==> src/rtl/alu_unit.sv <==
// rtl/alu_unit.sv - registered 32-bit integer ALU with NZCV flags
//
// Purpose: combines operands a and b under a 4-bit op code. The result and
// flags are computed combinationally and captured once per rising clock
// edge, giving a fixed latency of one cycle with no handshake.
//
// Ports:
//   clk    in   1   rising-edge clock
//   rst    in   1   asynchronous active-high reset (clears res and flags)
//   a      in  32   operand A, two's complement
//   b      in  32   operand B; full unsigned value is the shift amount
//   op     in   4   operation select (0 ADD .. 9 SLTU, 10-15 undefined)
//   res    out 32   registered result
//   flags  out  4   registered flags {N, Z, C, V}
//
// Configuration macro: ALU_SLT_EN
//   defined   - ops 8 (SLT) and 9 (SLTU) are implemented
//   undefined - ops 8 and 9 behave as undefined ops (res = 0, Z = 1) and the
//               comparator logic is not built

module alu_unit (
    input  logic        clk,
    input  logic        rst,
    input  logic [31:0] a,
    input  logic [31:0] b,
    input  logic [3:0]  op,
    output logic [31:0] res,
    output logic [3:0]  flags
);

    typedef enum logic [3:0] {
        OP_ADD  = 4'd0,
        OP_SUB  = 4'd1,
        OP_AND  = 4'd2,
        OP_OR   = 4'd3,
        OP_XOR  = 4'd4,
        OP_SLL  = 4'd5,
        OP_SRL  = 4'd6,
        OP_SRA  = 4'd7,
        OP_SLT  = 4'd8,
        OP_SLTU = 4'd9
    } alu_op_t;

    // One shared 33-bit adder serves both ADD and SUB: for SUB the B operand
    // is inverted and the carry-in set, so bit 32 is the "no borrow" carry.
    logic        is_sub;
    logic [31:0] add_b;
    logic [32:0] add_sum;

    assign is_sub  = (op == OP_SUB);
    assign add_b   = is_sub ? ~b : b;
    assign add_sum = {1'b0, a} + {1'b0, add_b} + {32'd0, is_sub};

    // Shift amount is the full 32-bit b; any set bit above bit 4 means the
    // amount is 32 or more, which pushes every original bit out.
    logic        shift_big;
    logic [4:0]  shamt;
    logic [31:0] sll_val;
    logic [31:0] srl_val;
    logic [31:0] sra_val;

    assign shift_big = |b[31:5];
    assign shamt     = b[4:0];
    assign sll_val   = shift_big ? 32'd0 : (a << shamt);
    assign srl_val   = shift_big ? 32'd0 : (a >> shamt);
    assign sra_val   = shift_big ? {32{a[31]}} : 32'($signed(a) >>> shamt);

`ifdef ALU_SLT_EN
    logic lt_signed;
    logic lt_unsigned;

    assign lt_signed   = ($signed(a) < $signed(b));
    assign lt_unsigned = (a < b);
`endif

    logic [31:0] res_d;
    logic        c_d;
    logic        v_d;
    logic [3:0]  flags_d;

    always_comb begin
        res_d = 32'd0;
        c_d   = 1'b0;
        v_d   = 1'b0;
        case (op)
            OP_ADD: begin
                res_d = add_sum[31:0];
                c_d   = add_sum[32];
                // Overflow when both operands share a sign the result lost.
                v_d   = (a[31] == b[31]) && (add_sum[31] != a[31]);
            end
            OP_SUB: begin
                res_d = add_sum[31:0];
                c_d   = add_sum[32];
                v_d   = (a[31] != b[31]) && (add_sum[31] != a[31]);
            end
            OP_AND:  res_d = a & b;
            OP_OR:   res_d = a | b;
            OP_XOR:  res_d = a ^ b;
            OP_SLL:  res_d = sll_val;
            OP_SRL:  res_d = srl_val;
            OP_SRA:  res_d = sra_val;
`ifdef ALU_SLT_EN
            OP_SLT:  res_d = {31'd0, lt_signed};
            OP_SLTU: res_d = {31'd0, lt_unsigned};
`endif
            default: res_d = 32'd0;
        endcase
    end

    assign flags_d = {res_d[31], (res_d == 32'd0), c_d, v_d};

    always_ff @(posedge clk or posedge rst) begin
        if (rst) begin
            res   <= 32'd0;
            flags <= 4'b0000;
        end else begin
            res   <= res_d;
            flags <= flags_d;
        end
    end

endmodule

==> config.mk <==
export PLATFORM = sky130hd
export DESIGN_NAME = alu_unit
export DESIGN_NICKNAME = d
export VERILOG_FILES = /design/src/rtl/alu_unit.sv
export SDC_FILE = /design/constraint.sdc
export NUM_CORES = 1
export LEC_CHECK = 0
export ABC_AREA = 1
export CAP_MARGIN = 20
export CORE_ASPECT_RATIO = 1.1
export CORE_MARGIN = 1.5
export CORE_UTILIZATION = 35
export DETAILED_ROUTE_END_ITERATION = 10
export PLACE_DENSITY = 0.58
export SYNTH_ARGS = -nofsm -noshare
export SYNTH_HDL_FRONTEND = slang
export SYNTH_SLANG_ARGS = --single-unit
==> constraint.sdc <==
create_clock -name clk -period 2.65 [get_ports clk]
set_input_delay 0.3975 -clock clk [delete_from_list [all_inputs] [get_ports clk]]
set_output_delay 0.3975 -clock clk [all_outputs]
set_load 0.03 [all_outputs]
==> results by group <==
Outcome
  – Status: finished with violations
  – Failing checks: negative setup slack

Setup path
  – CP Max Fanout: 4
  – CP Launch Type: primary input
  – Most used cell, CP: nand2_1
  – Buf+Inv Stages, Crit Path: 2
  – WP data required: 2.87 ns
  – Crit-path cells: clkdlybuf4s50_1, inv_1, xor2_1, ha_1, nand2_2, nor3_4, nand2_1, nand2_1, nand2_1, nand3_1, nand2_1, nand3b_1, nor2_1, nand2_1, nor2_2, nand2_1, nor2_1
  – Crit Path Category: in -> reg
  – CP max-delay cell: clkdlybuf4s50_1
  – CP top delay family: simple AND/OR/NAND/NOR gates
  – Setup crit end kind: flip-flop
  – WP data arrival: 3.19 ns
  – Largest stage delay, worst path: 0.51 ns

Synthesis
  – Top cells by area, synth: nand2_1 22%, nand3_1 18%, ha_1 13%
  – Synthesis warning total: 0
  – Syn Std Cell Area: around 9600 sq um
  – Post-synth EDFFs: 0
  – Mapped Nets: around 2.0k
  – Async set-or-reset flop fraction in the synthesized netlist: 100.0%
  – Post-synth top flop: dfrtp_1
  – Syn Area/Cell: about 5.4 sq um
  – Gate Count Post-Synth: about 1.8k
  – Synthesized flop and latch total: 35
  – Synth area leader: nand2_1
  – Cell variety after synth: 44
  – Area share of the largest cell type after synthesis: 22.17%
  – Seq/Total Area, Yosys: under 10%

GRT
  – Grt met3 use: between 3 and 4%
  – Antenna violations before repair: 0
  – Vias in the first global route: between 10k and 15k
  – Grt peak-use layer: met2
  – Largest net degree at the start of global routing: 58
  – First-pass GRT wire length: 77.49 mm
  – Total Routing Usage GR: between 30% and 40%
  – Met1 global-route usage: between 40% and 50%
  – Total grt overflow: 0
  – Met2 GRT Util: 61.87%

Hold path
  – Hold crit path type: in -> async

Final layout
  – Final nets: 2451
  – Final Cell Area: around 15000 sq um
  – Diode count: 0
  – Area grow syn2layout: 58.88%
  – Fillcell total: ~2.8k
  – Layout cell share with drive strength beyond 1: 29.49%
  – Multi-input logic area: around 8500 sq um
  – Sequential cell area: ~900 sq um

Power and ir drop
  – Pleak: between 8 and 9 nW
  – Total power: 4.415 mW
  – Pwr per Cell Area: 289.0 nW/um^2
  – Maximum VDD drop: between 0.0002 and 0.0003 V

Placed design
  – Placer Congestion: 1.013
  – Area after DPL: roughly 14000 sq um
  – Dpl hpwl: around 44 mm
  – Buffers on Ports: approximately 110

Floorplanning
  – Chip width: 161.0 um
  – Num rows: 63
  – Die height: roughly 180 um
  – Full die area: between 20000 and 30000 sq um
  – Initial Util: 35.67%
  – Core Area: between 20000 and 30000 sq um
  – IO Count: between 100 and 150

Timing
  – Fin crit share: 112.2%
  – Slew Limit Fails: 0
  – Fmax: 0.3363 GHz
  – Least-Margin Pin Slew: 0.6478 ns
  – Final setup vio count: 11
  – Slew HR: 56.81%
  – RSZ-0062 raised after global routing: true
  – Hold Violations, Final: 0
  – Final WS setup: -0.3232 ns
  – Fin crit period: between 2 and 3 ns

CTS
  – CTS clk-pin slew, worst paths: roughly 0.060 ns
  – Root buf cell: clkbuf_16
  – Hold-fix buffers at CTS: 0
  – Maximum root-to-sink buffer count: 2
  – CTS tree: built
  – Total clock buffers created by CTS: 5
  – H-tree levels: 2
  – CTS Sinks: 35

Routing
  – Via count: 13.96k
  – Drt total wl: roughly 52 mm
  – Antenna-violating nets left: 0
  – Initial DRC count: between 1k and 1.5k
  – DRC: 0
  – Avg WL per Cell: 19.90 um
  – First-pass DRT Iterations: 6
  – Vias/cell: about 5.3

Job
  – Max-Cap Viols: 0
cell usage after synthesis, types with 2 or more instances:
| cell type | number |
|---|---|
| ha_1 | 102 |
| nor3_2 | 3 |
| inv_1 | 194 |
| o21ai_1 | 4 |
| o21a_1 | 2 |
| nand2_2 | 5 |
| o211ai_1 | 14 |
| nand3_1 | 351 |
| nor3_1 | 14 |
| inv_2 | 6 |
| buf_4 | 4 |
| o2111ai_1 | 2 |
| a211oi_1 | 3 |
| clkbuf_1 | 31 |
| buf_2 | 24 |
| dfrtp_1 | 35 |
| nor2_2 | 10 |
| a21oi_1 | 72 |
| nand3b_1 | 11 |
| xnor2_1 | 2 |
| buf_1 | 13 |
| o21ai_0 | 69 |
| nand4_1 | 18 |
| nand2_1 | 568 |
| or2_2 | 4 |
| o21bai_1 | 4 |
| nor2_1 | 159 |
| nor3b_1 | 2 |
| buf_6 | 4 |
| a31oi_1 | 3 |
| xor2_1 | 32 |
| and2_1 | 14 |
final cells by class:
type / count / area share, %
multi-input cells: 1479 / 55.44
repair buffers: 554 / 29.71
flip-flops and latches: 35 / 5.733
inverters: 203 / 5.053
well taps: 357 / 2.924
clock buffers: 6 / 0.9091
clock inverters: 2 / 0.2293
per-stage QoR:
step	setup WS [ns]	instances	setup TNS, ns	utilization, %	hold WS [ns]
after floorplan	-0.1569	1791	-0.1569	-	0.5518
after global placement	-1.429	2589	-29.49	51.77	0.8251
after detailed placement	-1.401	2589	-29.67	51.77	0.8264
after CTS	-0.3012	2620	-1.074	54.16	0.5224
after global routing	-0.4687	2636	-3.132	56.67	0.5636
final	-0.3232	2636	-1.258	56.67	0.5068
layout by cell type (no fill, tap or decap), types with 18 or more instances in the layout:
cell type	netlist	final
nor2_4	1	18
nand2_1	568	520
inv_2	6	18
nand4_1	18	18
a21oi_2	0	22
a21oi_1	72	49
nor2_1	159	119
nand3_1	351	330
buf_4	4	433
inv_1	194	180
nand3_2	0	19
ha_1	102	98
dfrtp_1	35	35
clkdlybuf4s50_1	0	87
xor2_1	32	23
nor2_2	10	33
nand2_2	5	45
o21ai_0	69	59
per-layer routing:
metal | wire (um) | vias up
met3 | 3200 | 103
met2 | 24720 | 520
met4 | 2072 | 0
met5 | 0 | -
met1 | 22460 | 6533
li1 | - | 6800
final timing paths:
kind	start	endpoint	slack, ns	cells past startpoint
setup / recovery	b[11]	flags[2]	-0.32	17
min in group clk	op[0]	flags[0]	0.67	6
hold / removal	rst	res[3]	0.51	3
max in group asynchronous	rst	flags[1]	1.81	3
sequential cells by signal, indices dropped and copies added, names as in the netlist:
name	count
flags	4
res	31
power breakdown:
| group | internal, mW | switching, mW |
|---|---|---|
| combinational | 1.33 | 1.79 |
| sequential | 0.584 | 0.0172 |
| clock | 0.467 | 0.227 |
timing repair:
action	in CTS	in global routing
resized for setup	117	139
pin swaps	34	54
gates cloned	2	0
endpoints found under the setup margin	34	33
setup buffers	22	18
kinds of logic after synthesis:
| kind of cell | count (synthesis) | synth area share (%) |
|---|---|---|
| DFF | 35 | 9.109 |
| buffers and inverters | 279 | 11.71 |
| AOI/OAI and AO/OA | 177 | 10.05 |
| and+or+nand+nor | 1163 | 52.56 |
| adders and majority gates | 103 | 13.48 |
| xor gates and xnor gates | 34 | 3.097 |
Power figures use the tool's default switching activity.
